===== src/rtl/heartbeat_frame_sched.sv =====
// Round-robin scheduler sharing one Manchester heartbeat pin between NUM_REQ requesters.
// Inserts an autonomous heartbeat frame carrying a sequence counter after IDLE_CYCLES quiet clocks.
module heartbeat_frame_sched #(
  parameter int NUM_REQ       = 4,
  parameter int ID_W          = 2,
  parameter int PREAMBLE_BITS = 4,
  parameter int GAP_BITS      = 2,
  parameter int IDLE_CYCLES   = 256
) (
  input  logic                 clk,
  input  logic                 rst,
  input  logic [NUM_REQ-1:0]   req_valid,
  input  logic [8*NUM_REQ-1:0] req_data,
  output logic [NUM_REQ-1:0]   req_ready,
  output logic                 serial_out,
  output logic                 busy,
  output logic                 frame_done
);

  localparam int CNT_W = $clog2(IDLE_CYCLES);
  localparam int SH_W  = ID_W + 8;

  typedef enum logic [2:0] {S_IDLE, S_PREAMBLE, S_FLAG, S_ID, S_DATA, S_GAP} state_t;

  localparam state_t FIRST_STATE = (PREAMBLE_BITS > 0) ? S_PREAMBLE : S_FLAG;

  state_t            state_q, state_d;
  logic              phase_q, phase_d;
  logic [7:0]        bit_cnt_q, bit_cnt_d;
  logic [ID_W-1:0]   last_grant_q, last_grant_d;
  logic [SH_W-1:0]   shift_q, shift_d;
  logic              hb_flag_q, hb_flag_d;
  logic [CNT_W-1:0]  idle_cnt_q, idle_cnt_d;
  logic [7:0]        hb_seq_q, hb_seq_d;

  logic [NUM_REQ-1:0] grant;
  logic [ID_W-1:0]    grant_id;
  logic [ID_W-1:0]    arb_idx;
  logic               found;
  logic [7:0]         grant_data;
  logic [7:0]         field_len;
  logic               field_end;
  logic               tx_bit;

  // Rotating-priority search starting just after the previous grantee.
  always_comb begin
    grant    = '0;
    grant_id = '0;
    arb_idx  = '0;
    found    = 1'b0;
    for (int off = 1; off <= NUM_REQ; off++) begin
      arb_idx = ID_W'((int'(last_grant_q) + off) % NUM_REQ);
      if (!found && req_valid[arb_idx]) begin
        found          = 1'b1;
        grant[arb_idx] = 1'b1;
        grant_id       = arb_idx;
      end
    end
  end

  always_comb begin
    grant_data = '0;
    for (int i = 0; i < NUM_REQ; i++) begin
      if (grant[i]) grant_data = req_data[8*i +: 8];
    end
  end

  always_comb begin
    field_len = 8'd1;
    case (state_q)
      S_PREAMBLE: field_len = 8'(PREAMBLE_BITS);
      S_ID:       field_len = 8'(ID_W);
      S_DATA:     field_len = 8'd8;
      S_GAP:      field_len = 8'(GAP_BITS);
      default:    field_len = 8'd1;
    endcase
  end

  // ID and payload leave MSB-first from one shift register loaded at grant.
  always_comb begin
    tx_bit = 1'b0;
    case (state_q)
      S_PREAMBLE:   tx_bit = ~bit_cnt_q[0];
      S_FLAG:       tx_bit = hb_flag_q;
      S_ID, S_DATA: tx_bit = shift_q[SH_W-1];
      default:      tx_bit = 1'b0;
    endcase
  end

  assign field_end  = phase_q && (bit_cnt_q == field_len - 8'd1);
  assign busy       = (state_q != S_IDLE);
  assign req_ready  = (state_q == S_IDLE && !rst) ? grant : '0;
  assign serial_out = (state_q inside {S_PREAMBLE, S_FLAG, S_ID, S_DATA}) ? (tx_bit ^ phase_q) : 1'b0;

  always_comb begin
    state_d      = state_q;
    phase_d      = phase_q;
    bit_cnt_d    = bit_cnt_q;
    last_grant_d = last_grant_q;
    shift_d      = shift_q;
    hb_flag_d    = hb_flag_q;
    idle_cnt_d   = idle_cnt_q;
    hb_seq_d     = hb_seq_q;
    frame_done   = 1'b0;

    if (state_q == S_IDLE) begin
      phase_d   = 1'b0;
      bit_cnt_d = '0;
      if (found) begin
        state_d      = FIRST_STATE;
        last_grant_d = grant_id;
        shift_d      = {grant_id, grant_data};
        hb_flag_d    = 1'b0;
        idle_cnt_d   = '0;
      end else if (idle_cnt_q == CNT_W'(IDLE_CYCLES - 1)) begin
        state_d    = FIRST_STATE;
        shift_d    = {{ID_W{1'b0}}, hb_seq_q};
        hb_flag_d  = 1'b1;
        idle_cnt_d = '0;
      end else begin
        idle_cnt_d = idle_cnt_q + CNT_W'(1);
      end
    end else begin
      idle_cnt_d = '0;
      phase_d    = ~phase_q;
      if (phase_q) begin
        if (state_q inside {S_ID, S_DATA}) shift_d = shift_q << 1;
        if (field_end) begin
          bit_cnt_d = '0;
          case (state_q)
            S_PREAMBLE: state_d = S_FLAG;
            S_FLAG:     state_d = S_ID;
            S_ID:       state_d = S_DATA;
            S_DATA:     state_d = S_GAP;
            S_GAP: begin
              state_d    = S_IDLE;
              frame_done = 1'b1;
              if (hb_flag_q) hb_seq_d = hb_seq_q + 8'd1;
            end
            default:    state_d = S_IDLE;
          endcase
        end else begin
          bit_cnt_d = bit_cnt_q + 8'd1;
        end
      end
    end
  end

  always_ff @(posedge clk) begin
    if (rst) begin
      state_q      <= S_IDLE;
      phase_q      <= 1'b0;
      bit_cnt_q    <= '0;
      last_grant_q <= ID_W'(NUM_REQ - 1);
      shift_q      <= '0;
      hb_flag_q    <= 1'b0;
      idle_cnt_q   <= '0;
      hb_seq_q     <= '0;
    end else begin
      state_q      <= state_d;
      phase_q      <= phase_d;
      bit_cnt_q    <= bit_cnt_d;
      last_grant_q <= last_grant_d;
      shift_q      <= shift_d;
      hb_flag_q    <= hb_flag_d;
      idle_cnt_q   <= idle_cnt_d;
      hb_seq_q     <= hb_seq_d;
    end
  end

endmodule


===== config.mk =====
export PLATFORM = sky130hd
export DESIGN_NAME = heartbeat_frame_sched
export DESIGN_NICKNAME = d
export VERILOG_FILES = /design/src/rtl/heartbeat_frame_sched.sv
export SDC_FILE = /design/constraint.sdc
export NUM_CORES = 1
export LEC_CHECK = 0
export ABC_AREA = 1
export CORE_ASPECT_RATIO = 0.9
export CORE_MARGIN = 3
export CORE_UTILIZATION = 50
export DETAILED_ROUTE_END_ITERATION = 8
export PLACE_DENSITY = 0.86
export SYNTH_ARGS = -nofsm -noshare
export SYNTH_HDL_FRONTEND = slang
export SYNTH_SLANG_ARGS = --single-unit

===== constraint.sdc =====
create_clock -name clk -period 2.9 [get_ports clk]
set_clock_uncertainty 0.15 [all_clocks]
set_input_delay 0.58 -clock clk [delete_from_list [all_inputs] [get_ports clk]]
set_output_delay 0.58 -clock clk [all_outputs]
set_load 0.05 [all_outputs]

======== Word-level counts from Yosys, hierarchy flattened ========
Cells that the tools add are included.
word-level totals
  input bits .............................. 38
  register bits after elaboration ......... 41
cells by class
  order comparisons ....................... 8
  add/sub/neg operators ................... 8
  bitwise logic cells ..................... 7
  reduce and logical (&&, ||, !) cells .... 30
  muxes and demuxes ....................... 54
  equality and inequality tests ........... 8
operator list
  kind                 count
  $mux 10              5
  $mux 8               5
  $add 8x1->8 const B  3
  $mux 4               5
  $mux 1               19
  $mux 3               5
  $lt 2x3->1 const B   4
  $or 4x4->4           3
  $pmux 3 s4           1
  $pmux 4 s3           1
  $reduce_bool 2->1    5
  $logic_and 1x1->1    9
  $bmux 1 s2           4
  $demux 1 s2          4
  $eq 8x8->1           1
  $eq 8x8->1 const B   1
  $ge 2x1->1 const B   4
  $mux 2               4
  $sub 8x1->8 const B  1
  $eq 3x2->1 const B   2
  $eq 3x3->1 const B   2
  $reduce_and 3->1     2
  $reduce_or 2->1      3
  $reduce_and 5->1     1
  13 further kinds     21

======== Logic depth before layout (Yosys ltp) ========
Gate-level depths: netlist of the first run.
  depth in word-level cells ............... 19
  gate-level depth with buffers ........... 16
  depth with buffers taken out ............ 15

======== Least setup slack after synthesis of the first run ========
Ideal clock, no wire load.
  path kind ............................... reg2out
  from .................................... reg last_grant_q[1]
  to ...................................... out req_ready[3]
  cell stages (with the launch flop) ...... 13
  path buffers ............................ 1
  slack ................................... -0.049 ns
  data arrival time ....................... 2.219 ns
  path through ............................ dfxtp_1 > inv_1 > ha_1 > inv_1 > o211ai_1 > nand2_2 > inv_1 > nor2_2 > nand3_1 > nand2_2 > buf_6 > nand2_1 > inv_1
between the ends
  cells in the longest elaborated chain, start to end .. 14
  elaborated cells on any way between the ends .. 49
  those cells by class .................... 4 x add/sub; 8 x order compare; 24 x mux; 3 x bitwise; 10 x reduce/logical
ends and longest elaborated chain
  what                                                 RTL line  source
  start, declared                                      30        logic [ID_W-1:0] last_grant_q, last_grant_d;
  start signal, assigned                               154       last_grant_q <= ID_W'(NUM_REQ - 1);
  start signal, assigned                               163       last_grant_q <= last_grant_d;
  branches (longest 12 deep; another with $lt 2x3->1)  -
  $mux 4 (*)                                           53        if (!found && req_valid[arb_idx]) begin
  $mux 4 (*)                                           92        assign req_ready = (state_q == S_IDLE && !rst) ? grant : '0;
  end, declared                                        14        output logic [NUM_REQ-1:0] req_ready,
Mark *: on every way between the ends. The select of a mux whose other input is x is not followed.

======== Final worst setup path of the first run ========
  from .................................... reg last_grant_q[0]
  to ...................................... out req_ready[3]
Same word-level chain as after synthesis.

==> results of run 1 <==
## sequential cells by signal (all words and copies together), names as in the netlist
| signal | cells |
|---|---|
| bit_cnt_q | 8 |
| hb_flag_q | 1 |
| hb_seq_q | 8 |
| idle_cnt_q | 8 |
| last_grant_q | 2 |
| phase_q | 1 |
| shift_q | 10 |
| state_q | 3 |
## stage by stage
stage | hold slack (ns) | instances
3_5_place_dp | 0.304 | 544
2_1_floorplan | 0.268 | 428
5_1_grt | 0.331 | 558
3_3_place_gp | 0.281 | 544
6_report | 0.310 | 558
4_1_cts | 0.317 | 556
## cells by family after synthesis
kind of cell,count (synthesis),share of synthesized area
flip-flops,41,0.291
adder cells (fa/ha/maj),11,0.0487
AO/OA/AOI/OAI,78,0.158
XOR/XNOR,12,0.0372
buffers and inverters,66,0.0979
AND/OR/NAND/NOR,220,0.368
## worst min path at each step
stage                     slack, ns     startpoint  cells past startpoint             to
after floorplan                0.27  idle_cnt_q[0]                      1  idle_cnt_q[0]
after global placement         0.28  idle_cnt_q[0]                      1  idle_cnt_q[0]
after detailed placement       0.30  idle_cnt_q[0]                      1  idle_cnt_q[0]
after CTS                      0.32  idle_cnt_q[0]                      1  idle_cnt_q[0]
after global routing           0.33  idle_cnt_q[0]                      1  idle_cnt_q[0]
final                          0.31  idle_cnt_q[0]                      1  idle_cnt_q[0]
## per-layer routing
| metal | routed length (µm) | vias up | global-route usage |
|---|---|---|---|
| li1 | - | 1520 | - |
| met1 | 3090 | 1355 | 0.250 |
| met2 | 3640 | 66 | 0.383 |
| met3 | 347 | 16 | 0.0494 |
| met4 | 136 | 0 | 0.0902 |
| met5 | 0 | - | 0 |
## layout by cell type, fill, tap and decap left out, types with 3 or more instances in the layout
cell,count
dlymetal6s2s_1,4
clkdlybuf4s50_1,33
nor3b_1,5
buf_12,5
xor2_1,11
clkbuf_8,5
buf_4,21
ha_1,10
nor2_4,3
nand2_2,14
nand4_1,8
nand3_2,4
nor4_1,3
a211oi_1,8
nand2_1,100
o21ai_1,7
nor3_1,8
a21oi_2,4
o21ai_0,8
inv_2,8
a21oi_1,42
nor2_1,44
o211ai_1,3
dfxtp_1,40
nand3_1,18
nor2_2,3
inv_1,47
## timing repair
item	in CTS	in global routing
gates resized for setup	5	19
setup buffers	4	2
pin swaps	2	8
setup endpoints to repair	4	5
## area by class of cell
cell class	instances	area, µm²
Multi-Input combinational cell	321	1770
Fill cell	445	1660
Sequential cell	41	822
Timing Repair Buffer	63	638
Inverter	58	229
Tap cell	67	83.8
Clock buffer	5	68.8
Clock inverter	3	68.8
## power by group
group          internal [mW]  total (mW)  switching, mW
sequential             0.657       0.743         0.0854
clock                  0.346       0.559          0.213
combinational           1.06        2.73           1.67
total                   2.07        4.03           1.97
==> results_dict.tcl, run 1 <==
set metrics [dict create \
    core_um2 5350 \
    tritoncts "built" \
    via_per_inst 5.30 \
    yosysWarnings 0 \
    drt_wl_total_um 7210 \
    port_buffers 44 \
    synth_edf_count 0 \
    async_flop_share 0 \
    syn_area_per_cell_um2 6.60 \
    antenna_found_initial 0 \
    top_level_ports 45 \
    die-area_um2 6590 \
    grt_usage 0.217 \
    ant_nets 0 \
    finalInstanceArea_um2 3680 \
    finalCritPeriodShare 0.955 \
    place_ws_ns -0.0493 \
    cp.depth 12 \
    period_needed_ns 2.77 \
    finalHoldViolations 0 \
    static-leakage-power_nw 1.61 \
    die-height_um 77.3 \
    cts_buffers 5 \
    setup_viol 0 \
    powerDensity_nw_per_um2 1090 \
    finalPower_mw 4.03 \
    startpoint "last_grant_q[0]" \
    synth_top_area_share 0.291 \
    synth_top_area_cell "dfxtp_1" \
    ys_seq_area_frac 0.291 \
    diodes 0 \
    crit_chain "inv_6 -> ha_4 -> inv_2 -> o211ai_1 -> nand2_2 -> inv_1 -> nor2_2 -> nand3_1 -> nand2_2 -> nand2_2 -> clkinvlp_4 -> buf_12" \
    worst_path_max_delay_cell "dfxtp_2" \
    tns_ns 0 \
    grt_pass1_wl_um 12000 \
    drc 0 \
    placed_area_um2 3450 \
    grt_max_degree 17 \
    die_w_um 85.2 \
    syn_area_um2 2830 \
    cp-endpoint "req_ready[3]" \
    cp_slowest_stage_delay_ns 0.38 \
    drtIter0Drc 183 \
    rrSetupSlack_ns 0.51 \
    cts-root-buf "clkbuf_8" \
    num-nets-final 539 \
    synth-seq-cells 41 \
    max_slew_margin 0.601 \
    htreeDepth 2 \
    worstPathArrival_ns 2.04 \
    reg2reg_depth 13 \
    grt-ovfl-total 0 \
    synth-main-ff-cell "dfxtp_1" \
    drive_above_1_share 0.173 \
    worstSetupStartpointType "flop" \
    hpwl_um 5280 \
    path_class "reg -> out" \
    vias 2957 \
    timing.rr.start "last_grant_q[0]" \
    worst_pin_slew_ns 0.592 \
    r2r-end "shift_q[2]" \
    cp_max_fo 9 \
    crit_family "simple AND/OR/NAND/NOR gates" \
    start_util 0.528 \
    rsz0062_at_grt "no" \
    gp_congestion 0.940 \
    syn_to_final_growth_pct 30.4 \
    hp-class "reg -> reg" \
    crit_top_cell "nand2_2" \
    syn_inst 428 \
    cts.sinks 41 \
    max_freq_mhz 361 \
    grt_pass1_vias 2879 \
    cts_buffer_depth 2 \
    path_clk_slew_ns 0.08 \
    status "finished, final reports clean" \
    synth_common_cells "108 x nand2_1, 53 x inv_1, 44 x nor2_1" \
    crit_buf_inv 5 \
    finalWorstSetupSlack_ns 0.129 \
    yosysUniqueCellTypes 37 \
    synth_most_common_cell "nand2_1" \
    cp.required_ns 2.17 \
    drt_pass1_iterations 4 \
    rows 25 \
    timing.final.max_slew_violations 0 \
    insertion_delay_ns 0.30 \
    synth_area_leaders "dfxtp_1 29%, nand2_1 14%, a21oi_1 7.6%" \
    synth_fp_nets 477 \
    postCtsHoldBufs 0 \
    vdd_drop_max_mv 0.605 \
    crit_path_end_kind "output pin" \
    cap_violations 0 \
    fin_util 0.689 \
    wl_per_cell_um 12.9 \
]
(Power assumes the default switching activity.)
==> inputs of run 2 (changes only) <==
--- a/config.mk
+++ b/config.mk
@@ -9,8 +9,10 @@
 export CORE_ASPECT_RATIO = 0.9
 export CORE_MARGIN = 3
 export CORE_UTILIZATION = 50
+export CTS_CLUSTER_DIAMETER = 60
 export DETAILED_ROUTE_END_ITERATION = 8
-export PLACE_DENSITY = 0.86
+export DONT_BUFFER_PORTS = 1
+export PLACE_DENSITY = 0.76
 export SYNTH_ARGS = -nofsm -noshare
 export SYNTH_HDL_FRONTEND = slang
 export SYNTH_SLANG_ARGS = --single-unit
==> results_dict.tcl, run 2 (synthesis gave the netlist of run 1 again) <==
set metrics [dict create \
    timing.final.max_slew_violations 0 \
    finalNonFillerCells 511 \
    worst_pin_slew_ns 0.503 \
    htreeDepth 2 \
    finalCritPeriodShare 0.939 \
    drt_pass1_iterations 4 \
    grt_usage 0.201 \
    dp_cells 499 \
    vias 2680 \
    timing.rr.start "last_grant_q[1]" \
    power.share.switching 0.505 \
    final_common_cell "nand2_1" \
    drt_wl_total_um 6230 \
    hp-start "rst" \
    grt_pass1_vias 2556 \
    via_per_inst 5.24 \
    cts_buffers 5 \
    r2r-end "shift_q[7]" \
    wl_per_cell_um 12.2 \
    p_clk_frac 0.130 \
    setup_viol 0 \
    worstSetupStartpointType "flop" \
    period_needed_ns 2.72 \
    crit_family "simple AND/OR/NAND/NOR gates" \
    hold_path_depth 1 \
    max_slew_margin 0.662 \
    num-nets-final 492 \
    finalPower_mw 3.67 \
    powerDensity_nw_per_um2 1160 \
    diodes 0 \
    rsz0062_at_grt "no" \
    cts-root-buf "clkbuf_8" \
    worstPathArrival_ns 1.99 \
    rrSetupSlack_ns 0.32 \
    reg2reg_depth 13 \
    p_seq_frac 0.201 \
    min_to "shift_q[0]" \
    path_clk_slew_ns 0.08 \
    finalHoldViolations 0 \
    cp_slowest_stage_delay_ns 0.34 \
    switchingPower_mw 1.85 \
    hp-class "in -> reg" \
    hpwl_um 4840 \
    grt_max_degree 17 \
    crit_chain "inv_4 -> ha_4 -> inv_2 -> o211ai_1 -> nand2_2 -> inv_1 -> nor2_2 -> nand3_1 -> nand2_2 -> nand2_1 -> clkinvlp_4" \
    port_buffers 0 \
    worst_path_max_delay_cell "dfxtp_2" \
    cts.sinks 41 \
    largest_reg_flops 10 \
    static-leakage-power_nw 1.37 \
    max_freq_mhz 367 \
    core_um2 5350 \
    combinationalPowerShare 0.669 \
    tns_ns 0 \
    crit_path_end_kind "output pin" \
    gp_congestion 0.899 \
    rows 25 \
    antenna_found_initial 0 \
    cap_violations 0 \
    top_level_ports 45 \
    crit_top_cell "nand2_2" \
    die_w_um 85.2 \
    p_int_mw 1.81 \
    postCtsHoldBufs 0 \
    grt-ovfl-total 0 \
    die-height_um 77.3 \
    drive_above_1_share 0.140 \
    final_cell_mix "108 x nand2_1, 51 x inv_1, 44 x nor2_1" \
    cp_max_fo 9 \
    drc 0 \
    syn_to_final_growth_pct 11.9 \
    status "finished, final reports clean" \
    cts_buffer_depth 2 \
    ant_nets 0 \
    largest-register "shift_q" \
    path_class "reg -> out" \
    crit_buf_inv 4 \
    die-area_um2 6590 \
    grt_pass1_wl_um 11100 \
    vdd_drop_max_mv 0.735 \
    insertion_delay_ns 0.30 \
    tritoncts "built" \
    start_util 0.528 \
    cp.required_ns 2.17 \
    drtIter0Drc 140 \
]
==> run 2: cell types whose count changed in the layout (fill, tap and decap cells not counted), sizes merged <==
cell	delta
buf	-10
clkdlybuf4s50	-33
clkbuf	+1
bufinv	-1
inv	-1
clkinvlp	+1
dlymetal6s2s	-4
==> run 2: how the worst max path moves through the flow <==
stage	start	to	slack, ns	cells after the start
floorplan	last_grant_q[1]	req_ready[2]	0.01	11
global placement	last_grant_q[0]	req_ready[1]	0.32	11
detailed placement	last_grant_q[0]	req_ready[1]	0.24	11
CTS	last_grant_q[0]	req_ready[3]	0.10	11
global route	last_grant_q[0]	req_ready[3]	0.006	11
finish	last_grant_q[0]	req_ready[3]	0.18	11
==> run 2: area by class of cell <==
class                      count  area (µm²)
fill                         489        2190
inverter                      58         226
multi-input combinational    321        1750
sequential                    41         822
timing repair buffer          16         158
tap                           67        83.8
clock inverter                 2        37.5
clock buffer                   6        82.6
==> run 2: routing by layer <==
layer / wire [µm] / track usage
met1: 3050 / 0.267
met2: 2820 / 0.318
met3: 253 / 0.0451
met4: 96 / 0.0696
met5: 0 / 0
==> run 2: power groups by stage <==
stage | Sequential [mW] | Combinational, mW | Clock, mW
6_report | 0.737 | 2.45 | 0.477
2_1_floorplan | 0.729 | 1.88 | 0
3_5_place_dp | 0.747 | 2.35 | 0
4_1_cts | 0.733 | 2.39 | 0.490
3_3_place_gp | 0.743 | 2.29 | 0
5_1_grt | 0.752 | 2.78 | 0.516
==> run 2: worst reg2reg max path, stage by stage (launching register included) <==
cell	delay (ns)
dfxtp_1	0.34
inv_1	0.09
ha_4	0.30
inv_2	0.06
o211ai_1	0.11
nand2_2	0.13
buf_4	0.15
buf_4	0.12
nand4_2	0.12
o21ai_2	0.07
nand2_1	0.31
inv_2	0.15
a211oi_1	0.26
a21oi_1	0.10
==> run 2: per-stage QoR <==
step | hold slack (ns) | area [µm²] | utilization | worst slack, ns
CTS | 0.180 | 3130 | 0.585 | 0.103
finish | 0.190 | 3160 | 0.591 | 0.176
global placement | 0.281 | 2990 | 0.559 | 0.317
global route | 0.179 | 3160 | 0.591 | 0.00624
floorplan | 0.268 | 2830 | - | 0.0150
detailed placement | 0.296 | 2990 | 0.559 | 0.237
==> run 2: timing repair <==
item,in CTS,in global routing
pin swaps,2,1
setup buffers,1,3
gates resized for setup,2,2
setup endpoints to repair,2,2
